<file path="config.mk">
export PLATFORM = sky130hd
export DESIGN_NAME = gsr_pur_assign_block
export DESIGN_NICKNAME = d
export VERILOG_FILES = /design/src/rtl/gsr_pur_assign_block_pkg.sv /design/src/rtl/gsr_pur_assign_block_reset_sync_stretch.sv /design/src/rtl/gsr_pur_assign_block.sv
export SDC_FILE = /design/constraint.sdc
export NUM_CORES = 1
export LEC_CHECK = 0
export CAP_MARGIN = 20
export CORE_UTILIZATION = 35
export DETAILED_ROUTE_END_ITERATION = 10
export PLACE_DENSITY_LB_ADDON = 0.05
export SLEW_MARGIN = 10
export SYNTH_ARGS = -nofsm -noshare
export SYNTH_HDL_FRONTEND = slang
export SYNTH_SLANG_ARGS = --single-unit
</file>
<file path="constraint.sdc">
create_clock -name clk -period 1.9 [get_ports clk]
set_input_delay 0.19 -clock clk [delete_from_list [all_inputs] [get_ports clk]]
set_output_delay 0.19 -clock clk [all_outputs]
set_load 0.01 [all_outputs]
</file>
<file path="src/rtl/gsr_pur_assign_block_pkg.sv">
// Shared constants for the global set/reset and power-up reset generator.
package gsr_pur_assign_block_pkg;

    localparam int unsigned PUR_CNT_W = 16;
    localparam int unsigned GSR_CNT_W = 8;

    localparam string GSR_ENABLED  = "ENABLED";
    localparam string GSR_DISABLED = "DISABLED";

endpackage

</file>
<file path="src/rtl/gsr_pur_assign_block_reset_sync_stretch.sv">
// Active-low reset with asynchronous assertion, synchronized release and a
// minimum asserted width counted in clk edges since the latest assertion.
module reset_sync_stretch
    import gsr_pur_assign_block_pkg::*;
#(
    parameter int unsigned SYNC_STAGES = 2,
    parameter int unsigned MIN_CYCLES  = 4
) (
    input  logic clk,
    input  logic rst_n,
    input  logic req_n,
    input  logic release_ok,
    output logic rst_out_n
);

    localparam int unsigned CHAIN_W = SYNC_STAGES - 1;

    logic               req_ok;
    logic               arst_n;
    logic [CHAIN_W-1:0] sync_q, sync_d;
    logic               seen_q;
    logic               restart;
    logic [GSR_CNT_W-1:0] cnt_q, cnt_d;
    logic               out_q, out_d;

    // Unknown or floating request counts as asserted.
    assign req_ok = (req_n === 1'b1);
    assign arst_n = rst_n & req_ok;

    // The output flop is the last synchronizer stage, so release lands on
    // the SYNC_STAGES-th edge after the request goes high.
    assign restart = ~sync_q[0] & seen_q;

    always_comb begin
        sync_d = CHAIN_W'({sync_q, 1'b1});
        cnt_d  = cnt_q;
        if (restart) begin
            cnt_d = GSR_CNT_W'(1);
        end else if (cnt_q < GSR_CNT_W'(MIN_CYCLES)) begin
            cnt_d = cnt_q + GSR_CNT_W'(1);
        end
        out_d = out_q | (sync_q[CHAIN_W-1] & (cnt_d >= GSR_CNT_W'(MIN_CYCLES)) & release_ok);
    end

    always_ff @(posedge clk or negedge arst_n) begin
        if (!arst_n) begin
            sync_q <= '0;
            out_q  <= 1'b0;
        end else begin
            sync_q <= sync_d;
            out_q  <= out_d;
        end
    end

    // Width tracking must keep running while the request is held low.
    always_ff @(posedge clk or negedge rst_n) begin
        if (!rst_n) begin
            seen_q <= 1'b0;
            cnt_q  <= '0;
        end else begin
            seen_q <= sync_q[0];
            cnt_q  <= cnt_d;
        end
    end

    assign rst_out_n = out_q;

endmodule

</file>
<file path="src/rtl/gsr_pur_assign_block.sv">
// Device-wide GSR/PUR net generator with combined per-cell reset enable.
module gsr_pur_assign_block
    import gsr_pur_assign_block_pkg::*;
#(
    parameter string       GSR            = "ENABLED",
    parameter int unsigned PUR_CYCLES     = 16,
    parameter int unsigned SYNC_STAGES    = 2,
    parameter int unsigned GSR_MIN_CYCLES = 4
) (
    input  logic clk,
    input  logic rst_n,
    input  logic gsr_req_n,
    output logic pur_net,
    output logic gsr_net,
    output logic srn,
    output logic pur_done
);

    localparam bit GSR_OFF = (GSR == GSR_DISABLED);

    logic [PUR_CNT_W-1:0] pur_cnt_q, pur_cnt_d;
    logic                 pur_q, pur_d;
    logic                 gsr_n;

    // Saturating power-up counter; PUR releases on the edge the count lands.
    always_comb begin
        pur_cnt_d = pur_cnt_q;
        if (pur_cnt_q < PUR_CNT_W'(PUR_CYCLES)) begin
            pur_cnt_d = pur_cnt_q + PUR_CNT_W'(1);
        end
        pur_d = pur_q | (pur_cnt_d == PUR_CNT_W'(PUR_CYCLES));
    end

    always_ff @(posedge clk or negedge rst_n) begin
        if (!rst_n) begin
            pur_cnt_q <= '0;
            pur_q     <= 1'b0;
        end else begin
            pur_cnt_q <= pur_cnt_d;
            pur_q     <= pur_d;
        end
    end

    reset_sync_stretch #(
        .SYNC_STAGES (SYNC_STAGES),
        .MIN_CYCLES  (GSR_MIN_CYCLES)
    ) u_gsr (
        .clk        (clk),
        .rst_n      (rst_n),
        .req_n      (gsr_req_n),
        .release_ok (pur_d),
        .rst_out_n  (gsr_n)
    );

    assign pur_net  = pur_q;
    assign pur_done = pur_q;
    assign gsr_net  = gsr_n;
    assign srn      = GSR_OFF ? pur_q : (gsr_n & pur_q);

endmodule

</file>
---- Word level (Yosys, flattened, before mapping) ----
Index checks and enable logic that the tools add are counted.
W data, S select, Z words.
storage, ports and cells
  register bits ........................... 28
  bits of input ports ..................... 3
  output and inout port bits .............. 4
operators by class
  add/sub/neg operators ................... 2
  $lt $le $gt $ge ......................... 3
  equality and inequality tests ........... 2
  multiplexer cells ....................... 3
  bitwise operators ....................... 8
operators with widths
  operator                 count
  $add A16 B1 Y16 const B  1
  $eq A16 B5 Y1 const B    1
  $lt A16 B5 Y1 const B    1
  $mux W16                 1
  $mux W8                  2
  $add A8 B1 Y8 const B    1
  $ge A8 B3 Y1 const B     1
  $lt A8 B3 Y1 const B     1
  $and A1 B1 Y1            5
  $or A1 B1 Y1             2
  $eqx A1 B1 Y1 const B    1
  $not A1 Y1               1

---- Logic depth before layout (Yosys ltp) ----
Gate-level depths: netlist of the first run.
  depth after elaboration ................. 7
  mapped depth ............................ 5

---- By module ----
A second synthesis of the first run with hierarchy kept.
second synthesis, totals
  cell total of the unflattened synthesis .. 87
  area, all modules ....................... 1096.1 um^2
modules (own cells, without submodules)
  module                instances  cells an instance  area an instance (um^2)
  gsr_pur_assign_block  1          51                 660.6
  reset_sync_stretch    1          36                 435.4

---- Worst setup path after synthesis of the first run ----
Ideal clock, no wire load.
  path type ............................... register -> register
  from .................................... register pur_cnt_q[11]
  to ...................................... register pur_cnt_q[1]
  arrival time ............................ 1.162 ns
  required time ........................... 1.772 ns
  setup slack ............................. 0.610 ns
  cell stages (with the launch flop) ...... 4
  buffers on the path ..................... 0
  period minus slack after synthesis ...... 1.290 ns
  cells stage by stage .................... dfrtp_1 -> nor4_4 -> nand4_2 -> mux2_1
on the way
  longest elaborated chain between the ends .. 2
ends and longest elaborated chain
  item                    line                        text
  start, declared         gsr_pur_assign_block.sv:21  logic [PUR_CNT_W-1:0] pur_cnt_q, pur_cnt_d;
  start signal, assigned  gsr_pur_assign_block.sv:39  pur_cnt_q <= pur_cnt_d;
  $lt A16 B5 Y1           gsr_pur_assign_block.sv:28  if (pur_cnt_q < PUR_CNT_W'(PUR_CYCLES)) begin
  $mux W16                gsr_pur_assign_block.sv:28
  named net pur_cnt_d[1]  gsr_pur_assign_block.sv:21
The timed path passes the listed nets, and every way through them passes these cells.

---- Worst setup path in the final report of the first run ----
  from .................................... register pur_q (netlist: pur_done)
  to ...................................... output srn
on the way
  longest elaborated chain between the ends .. 1
ends and longest elaborated chain
  item                    line                        text
  start, declared         gsr_pur_assign_block.sv:22  logic pur_q, pur_d;
  start signal, assigned  gsr_pur_assign_block.sv:40  pur_q <= pur_d;
  $and A1 B1 Y1           gsr_pur_assign_block.sv:58  assign srn = GSR_OFF ? pur_q : (gsr_n & pur_q);
  end, declared           gsr_pur_assign_block.sv:15  output logic srn,
No other way between the ends.

==> results of run 1 <==
cell families after synthesis:
kind of cell | count (synthesis)
muxes | 2
buffers and inverters | 15
other | 1
DFF | 28
xor gates and xnor gates | 4
adders and majority gates | 2
AOI/OAI and AO/OA | 6
and+or+nand+nor | 29
where the power goes:
part	internal, mW	leakage [nW]	switching [mW]
Combinational	0.0661	0.188	0.0672
Sequential	0.631	0.367	0.0206
Clock	0.213	0.0279	0.163
per-stage QoR:
| step | power (mW) | worst slack, ns | cells |
|---|---|---|---|
| 3_5_place_dp | 0.799 | 0.489 | 113 |
| 5_1_grt | 1.23 | 0.237 | 117 |
| 4_1_cts | 1.19 | 0.281 | 117 |
| 6_report | 1.16 | 0.307 | 117 |
| 2_1_floorplan | 0.757 | 0.610 | 87 |
| 3_3_place_gp | 0.801 | 0.501 | 113 |
registers in the layout (all words and copies together) (netlist names):
| name | flops |
|---|---|
| u_gsr.sync_q | 1 |
| u_gsr.cnt_q | 8 |
| pur_cnt_q | 16 |
| u_gsr.rst_out_n | 1 |
| pur_done | 1 |
| u_gsr.seen_q | 1 |
metal layers:
| layer | share of wire (%) | track usage, % |
|---|---|---|
| met5 | 0 | 0 |
| met4 | 0.14 | 2.04 |
| met3 | 4.6 | 4.02 |
| met2 | 44 | 15.1 |
| met1 | 51 | 14.6 |
synthesized netlist by cell type (2+ instances only):
cell type   n
nor4_1      3
nor4_4      2
xor2_1      3
inv_1       3
nand3_1     2
ha_1        2
clkbuf_1    9
nor2_1      6
o21ai_1     2
dfrtp_1    28
nand2_1     4
and2_1      8
worst max-delay path: cells and delay by family (launching register included):
kind	cells	cell delay, ns
and+or+nand+nor	1	0.14
DFF	1	0.42
buffers and inverters	1	0.52
path summary, 6_finish.rpt:
path | end | cells after the start
max in group asynchronous | pur_cnt_q[12] | 2
max reg2reg | u_gsr.rst_out_n | 4
min | u_gsr.sync_q | 2
min reg2reg | pur_cnt_q[12] | 0
max | srn | 2
min in group clk | pur_cnt_q[12] | 0
cell type report:
class / count / area [um^2]
clock buffer: 3 / 22.5
clock inverter: 1 / 30.0
fill: 264 / 1650
inverter: 3 / 11.3
multi-input combinational: 44 / 319
sequential: 28 / 701
tap: 31 / 38.8
timing repair buffer: 7 / 80.1
==> run_results.csv, run 1 <==
group,metric,value,unit
run_status,status,"finished with violations",
run_status,failed_checks,"DRC",
sta,fin_crit_sh,83.8,%
floorplan,dieArea,0.00333,mm^2
clock_network,cts_buffers,3,
grt,grt_use_total,10.3,%
setup_path,cp-startpoint,"pur_done",
setup_path,reg2reg_slack,0.46,ns
sta,setup-tns-final,0,ns
route,wirelength,1440,um
placed_design,routabilityCongestion,0.703,
synthesis,yosys.area_share.simple,17.8,%
setup_path,cp.required,1.71,ns
cells_and_area,fin_util,42.1,%
sta,fin_skew,0.0124,ns
synthesis,synth_top_family_by_area,"simple AND/OR/NAND/NOR gates",
setup_path,critical_path_class,"flop to primary output",
setup_path,startpoint_type,"flop",
power,ir_drop,0.713,mV
clock_network,path_clk_slew,0.15,ns
cells_and_area,drive_gt1_share,9.30,%
cells_and_area,area_growth,10.6,%
floorplan,core,0.00285,mm^2
synthesis,synth_warnings,0,
sta,finalWorstPathRequiredPeriod,1.59,ns
placed_design,place_area,0.00115,mm^2
grt,antenna_found_initial,0,
grt,grt_pass1_vias,574,
synthesis,synth_edf_count,0,
cells_and_area,layout_common_cells,"dfrtp_1 (28), and2_1 (8), nor2_1 (6), clkdlybuf4s50_1 (6), nand2_1 (4)",
grt,grt_pass1_wl,2610,um
route,vias_per_cell,4.70,
clock_network,cts_resized,0,
flow_run,drv_cap,0,
grt,grt_max_degree,22,
route,ant_nets,0,
placed_design,io_buffers,6,
route,routedWlPerCell,12.3,um
setup_path,cp_max_fo,5,
setup_path,critPathMaxStageDelay,0.52,ns
clock_network,cts.sinks,28,
hold_path,holdCritPathClass,"primary input to asynchronous set/reset pin",
route,drcViolationCount,1,
sta,rsz0062_at_grt,"false",
synthesis,yosysTopAreaCell,"dfrtp_1",
cells_and_area,diodes,0,
setup_path,crit_chain,"and2_1 -> clkdlybuf4s50_1",
synthesis,yosys.area.top_type_share,64.4,%
synthesis,yosys.area_share.adder,2.30,%
synthesis,synthTopCellsByArea,"dfrtp_1 (64%), and2_1 (4.6%), nor4_4 (3.9%)",
synthesis,ys_seq_area_share,64.4,%
synthesis,synth_mux_area_share,1.96,%
clock_network,cts_hold_buf,0,
setup_path,crit_slowest_cell,"clkdlybuf4s50_1",
synthesis,synthArstFlopShare,100,%
cells_and_area,final_area,0.00120,mm^2
setup_path,r2r_start,"pur_cnt_q[0]",
synthesis,synthFlopType,"dfrtp_1",
synthesis,synthXorXnorAreaFrac,3.22,%
clock_network,clockRootBuffer,"clkbuf_4",
sta,max_freq,0.628,GHz
floorplan,fp.dieH,57.7,um
route,firstDrtPassIters,7,
route,via_count,550,
clock_network,postCtsSetupBuffers,0,
cells_and_area,fin_nets,92,
clock_network,cts_buffer_depth,2,
cells_and_area,final_common_cell,"dfrtp_1",
setup_path,crit_arrival,1.40,ns
synthesis,syn_area_per_cell,12.5,um^2
clock_network,cts_tree,"done",
placed_design,hpwl,1020,um
synthesis,synth-seq-cells,28,
clock_network,cts_max_level,1,
synthesis,synth_compound_area_share,3.68,%
synthesis,ys_types,27,
sta,setup_viol_count_final,0,
grt,overflow,0,
route,drt_iter0_drc,32,
floorplan,initial_core_util,38.1,%
clock_network,clk_latency,0.32,ns
floorplan,die_w,57.7,um
sta,finalHoldViolations,0,
sta,hold_slack,0.0987,ns
sta,slew_viol_final,0,
floorplan,core.rowCount,19,
synthesis,synth_area,0.00109,mm^2
setup_path,worstSetupEndpointType,"primary output",
floorplan,ios,7,
power,p_leak,0.583,nW
synthesis,synth_cells,87,
power,power_density,966,mW/mm^2
synthesis,syn-num-nets,92,
Note: power is estimated with default switching activity, not from simulation.
==> inputs of run 2 (changes only) <==
clock period = 1.55 ns   (was 1.9 ns; I/O delays follow)
==> run 2 against run 1 <==
Against the previous run: core utilization grew 0.26 points; clock power grew 23%; setup slack lost 0.19 ns; cell area grew 0.62%; flip-flop and latch count is the same; the flow now finishes without violations; die area is the same; largest power group unchanged; first-iteration DRC count shrank 19%; critical endpoint is now gsr_net; clock skew shrank 0.0015 ns; global-route usage is essentially flat; worst hold slack lost 0.034 ns; cell count grew 1.7%; non-clock buffer count grew 2; critical path type unchanged.
==> run_results.csv, run 2 (same netlist as run 1, synthesis figures left out) <==
group,metric,value,unit
sta,setup_viol_count_final,0,
sta,finalWorstPathRequiredPeriod,1.43,ns
sta,fin_skew,0.0109,ns
cells_and_area,fin_nets,94,
power,p_leak,0.585,nW
cells_and_area,top_regs,"pur_cnt_q x16, u_gsr.cnt_q x8",
route,drt_iter0_drc,26,
grt,grt_use_total,10.2,%
clock_network,clk_latency,0.32,ns
placed_design,io_buffers,6,
clock_network,path_clk_slew,0.15,ns
setup_path,critPathBufInv,1,
setup_path,crit_slowest_cell,"clkdlybuf4s50_1",
floorplan,die_w,57.7,um
power,power_density,1180,mW/mm^2
cells_and_area,regMostFlops,"pur_cnt_q",
clock_network,cts_hold_buf,0,
cells_and_area,final_area,0.00121,mm^2
clock_network,clockRootBuffer,"clkbuf_4",
grt,grt_max_degree,22,
placed_design,dp.cells,114,
route,routedWlPerCell,11.8,um
cells_and_area,diodes,0,
setup_path,crit_chain,"clkdlybuf4s50_1",
route,wl_met1,756,um
setup_path,worstSetupEndpointType,"primary output",
setup_path,r2r_cells,4,
placed_design,hpwl,1030,um
setup_path,cp.required,1.39,ns
floorplan,core.rowCount,19,
placed_design,routabilityCongestion,0.699,
clock_network,cts_max_level,1,
sta,rsz0062_at_grt,"false",
power,ir_drop,0.554,mV
setup_path,crit_family,"buffers and inverters",
flow_run,drv_cap,0,
setup_path,crit_arrival,1.28,ns
floorplan,ios,7,
cells_and_area,stdcell_count,119,
placed_design,place_area,0.00114,mm^2
grt,overflow,0,
route,vias_per_cell,4.69,
sta,max_freq,0.697,GHz
cells_and_area,final_common_cell,"dfrtp_1",
clock_network,cts_buffer_depth,2,
grt,grt_pass1_vias,550,
run_status,status,"finished clean",
clock_network,cts_tree,"done",
hold_path,holdCritPathClass,"primary input to asynchronous set/reset pin",
clock_network,cts_buffers,3,
route,ant_nets,0,
sta,fin_crit_sh,92.6,%
sta,slew_viol_final,0,
route,wirelength,1400,um
cells_and_area,layout_common_cells,"dfrtp_1 (28), and2_1 (8), nor2_1 (6)",
setup_path,startpoint_type,"flop",
grt,antenna_found_initial,0,
floorplan,dieArea,0.00333,mm^2
route,via_count,558,
cells_and_area,fillers,273,
setup_path,critical_path_class,"flop to primary output",
cells_and_area,area_growth,11.3,%
route,top_layer,"met4",
floorplan,initial_core_util,38.1,%
cells_and_area,drive_gt1_share,12.5,%
sta,hold_slack,0.0647,ns
cells_and_area,largest_reg_flops,16,
clock_network,cts.sinks,28,
power,p_total,1.42,mW
route,drcViolationCount,0,
setup_path,path_depth,1,
floorplan,fp.dieH,57.7,um
route,firstDrtPassIters,6,
floorplan,core,0.00285,mm^2
setup_path,critPathMaxStageDelay,0.55,ns
sta,finalHoldViolations,0,
setup_path,cp_max_fo,4,
route,dr_wl_met3,57,um
sta,setup-tns-final,0,ns
route,wl_met2,565,um
grt,grt_pass1_wl,2510,um
run 2: cell types whose count changed in the layout (fill, tap and decap cells not counted), sizes merged:
cell	before	now
clkdlybuf4s50	6	5
buf	1	3
dlygate4sd2	0	1
run 2: routing by layer:
layer  up-vias  GRT usage [%]
met5         -              0
met4         0           2.04
met3         2           4.69
met2        10           14.1
met1       262           15.0
li1        284              -
run 2: layout make-up:
| type | instances | area (um^2) | share of cell area [%] |
|---|---|---|---|
| inverter | 3 | 11.3 | 0.931 |
| clock buffer | 3 | 22.5 | 1.86 |
| timing repair buffer | 9 | 81.3 | 6.72 |
| tap | 31 | 38.8 | 3.21 |
| multi-input combinational | 44 | 325 | 26.9 |
| clock inverter | 1 | 30.0 | 2.48 |
| sequential | 28 | 701 | 57.9 |
run 2: power by group:
group	internal [mW]	leakage [nW]	switching (mW)
clock network	0.261	0.0279	0.202
registers	0.773	0.367	0.0246
logic	0.0793	0.190	0.0823
total	1.11	0.585	0.309
run 2: repair_timing:
item / 4_1_cts / 5_1_grt
gates resized for setup: 1 / 1
endpoints found under the setup margin: 1 / 1
buffers inserted: 1 / 0
run 2: per-stage QoR:
step	worst slack, ns	utilization (%)
5_1_grt	0.0339	42.4
3_5_place_dp	0.0988	40.1
4_1_cts	0.0881	42.2
2_1_floorplan	0.260	-
6_report	0.115	42.4
3_3_place_gp	0.148	40.1
run 2: final timing paths:
path	start	endpoint	slack, ns
min in group clk	pur_cnt_q[12]	pur_cnt_q[12]	0.39
max in group asynchronous	rst_n	pur_cnt_q[0]	1.15
setup reg to reg	pur_cnt_q[0]	u_gsr.rst_out_n	0.14
setup / recovery	u_gsr.rst_out_n	gsr_net	0.12
hold reg to reg	pur_cnt_q[12]	pur_cnt_q[12]	0.39
hold / removal	gsr_req_n	u_gsr.rst_out_n	0.06
==> inputs of run 3 (changes only) <==
CTS_BUF_LIST = sky130_fd_sc_hd__clkbuf_8   (was not set)
==> run 3 against run 2 <==
Against the previous run: core utilization is 0.44 points higher; wire length about the same; worst hold slack better by 0.069 ns; flip-flop and latch count unchanged; fmax down 3.4%; sequential share of layout area fell by 0.59 points; first-iteration DRC count increased by 7.7%; global-route usage about the same; combinational power hardly changed.
==> run_results.csv, run 3 (same netlist as run 1, synthesis figures left out) <==
group,metric,value,unit
clock_network,path_clk_slew,0.09,ns
route,wirelength,1400,um
route,firstDrtPassIters,6,
setup_path,crit_family,"buffers and inverters",
cells_and_area,diodes,0,
clock_network,cts_max_level,1,
grt,grt_use_total,10.2,%
route,via_count,545,
floorplan,die_w,57.7,um
setup_path,crit_slowest_cell,"clkdlybuf4s50_1",
route,drcViolationCount,0,
grt,grt_max_degree,22,
power,p_leak,0.591,nW
clock_network,cts_tree,"done",
clock_network,clockRootBuffer,"clkbuf_8",
sta,finalHoldViolations,0,
power,internal_power,1.20,mW
cells_and_area,fin_nets,93,
route,ant_nets,0,
sta,finalWorstPathRequiredPeriod,1.48,ns
floorplan,ios,7,
sta,slew_viol_final,0,
cells_and_area,top_regs,"pur_cnt_q x16, u_gsr.cnt_q x8",
floorplan,fp.dieH,57.7,um
placed_design,place_area,0.00114,mm^2
cells_and_area,area_growth,12.4,%
grt,grt_pass1_wl,2500,um
setup_path,critical_path_class,"flop to primary output",
route,drt_iter0_drc,28,
sta,fin_skew,0.00565,ns
clock_network,cts.sinks,28,
cells_and_area,drive_gt1_share,11.5,%
flow_run,drv_cap,0,
clock_network,cts_hold_buf,0,
power,p_sw,0.319,mW
setup_path,crit_arrival,1.33,ns
power,seq_power_share,52.6,%
power,power_frac_comb,10.7,%
sta,setup_viol_count_final,0,
setup_path,startpoint_type,"flop",
floorplan,core,0.00285,mm^2
sta,rsz0062_at_grt,"false",
power,p_total,1.52,mW
power,power_density,1240,mW/mm^2
floorplan,dieArea,0.00333,mm^2
run_status,status,"finished clean",
setup_path,r2r_start,"pur_cnt_q[0]",
route,vias_per_cell,4.62,
clock_network,postCtsSetupBuffers,0,
sta,max_freq,0.673,GHz
cells_and_area,largest_reg_flops,16,
sta,setup-tns-final,0,ns
setup_path,cp_max_fo,5,
setup_path,r2r-end,"u_gsr.rst_out_n",
power,switching_share,21.0,%
placed_design,io_buffers,6,
cells_and_area,regMostFlops,"pur_cnt_q",
grt,antenna_found_initial,0,
clock_network,cts_buffers,3,
cells_and_area,final_area,0.00122,mm^2
cells_and_area,final_common_cell,"dfrtp_1",
floorplan,core.rowCount,19,
clock_network,cts_buffer_depth,2,
clock_network,clk_latency,0.27,ns
grt,overflow,0,
route,routedWlPerCell,11.9,um
cells_and_area,fillers,272,
floorplan,initial_core_util,38.1,%
grt,grt_pass1_vias,544,
clock_network,cts_resized,0,
setup_path,critPathBufInv,1,
cells_and_area,layout_common_cells,"dfrtp_1 (28), and2_1 (8), nor2_1 (6), clkdlybuf4s50_1 (6), nand2_1 (4)",
hold_path,holdCritPathClass,"primary input to asynchronous set/reset pin",
setup_path,cp.required,1.39,ns
setup_path,worstSetupEndpointType,"primary output",
placed_design,hpwl,1030,um
setup_path,reg2reg_slack,0.15,ns
setup_path,r2r_cells,4,
power,ir_drop,0.660,mV
sta,fin_crit_sh,95.8,%
placed_design,routabilityCongestion,0.699,
power,clockPowerShare,36.8,%
setup_path,crit_chain,"and2_1 -> clkdlybuf4s50_1",
setup_path,critPathMaxStageDelay,0.52,ns
[run 3: routing by layer]
metal  part of all wire [%]  GRT usage (%)  up-vias
met5                      0              0        -
met4                   0.93           2.04        0
met3                    3.9           4.69        2
met2                     40           14.0        8
met1                     55           15.0      256
li1                       -              -      279
[run 3: worst max path at each step]
stage / to / depth (start not counted) / slack [ns] / start
floorplan: pur_cnt_q[1] / 3 / 0.26 / pur_cnt_q[11]
global placement: u_gsr.rst_out_n / 4 / 0.15 / pur_cnt_q[0]
detailed placement: u_gsr.rst_out_n / 4 / 0.1 / pur_cnt_q[0]
CTS: srn / 2 / 0.05 / pur_done
global route: srn / 2 / 0.005 / pur_done
finish: srn / 2 / 0.07 / pur_done
[run 3: metrics by stage]
| step | setup WS, ns | hold WS (ns) | cells | util (%) |
|---|---|---|---|---|
| after CTS | 0.0487 | 0.125 | 118 | 42.6 |
| after global placement | 0.148 | 0.365 | 114 | 40.1 |
| after global routing | 0.00537 | 0.123 | 118 | 42.9 |
| after floorplan | 0.260 | -0.141 | 87 | - |
| after detailed placement | 0.0988 | 0.366 | 114 | 40.1 |
| final | 0.0651 | 0.133 | 118 | 42.9 |
[run 3: final cells by class]
type                       count  area [um^2]  share of cell area [%]
tap                           31         38.8                    3.17
clock buffer                   3         41.3                    3.38
inverter                       3         11.3                   0.921
timing repair buffer           8         75.1                    6.14
sequential                    28          701                    57.3
multi-input combinational     44          325                    26.6
clock inverter                 1         30.0                    2.46
[run 3: worst reg2reg max path, stage by stage (launching register included)]
cell,delay (ns)
dfrtp_1,0.44
ha_1,0.34
nor4_2,0.27
o21ai_1,0.12
a22oi_1,0.17
[run 3: power groups by stage]
stage	sequential [mW]	clock, mW	combinational, mW
2_1_floorplan	0.807	0	0.120
3_3_place_gp	0.813	0	0.166
3_5_place_dp	0.813	0	0.165
4_1_cts	0.799	0.580	0.168
5_1_grt	0.804	0.606	0.196
6_report	0.798	0.558	0.162
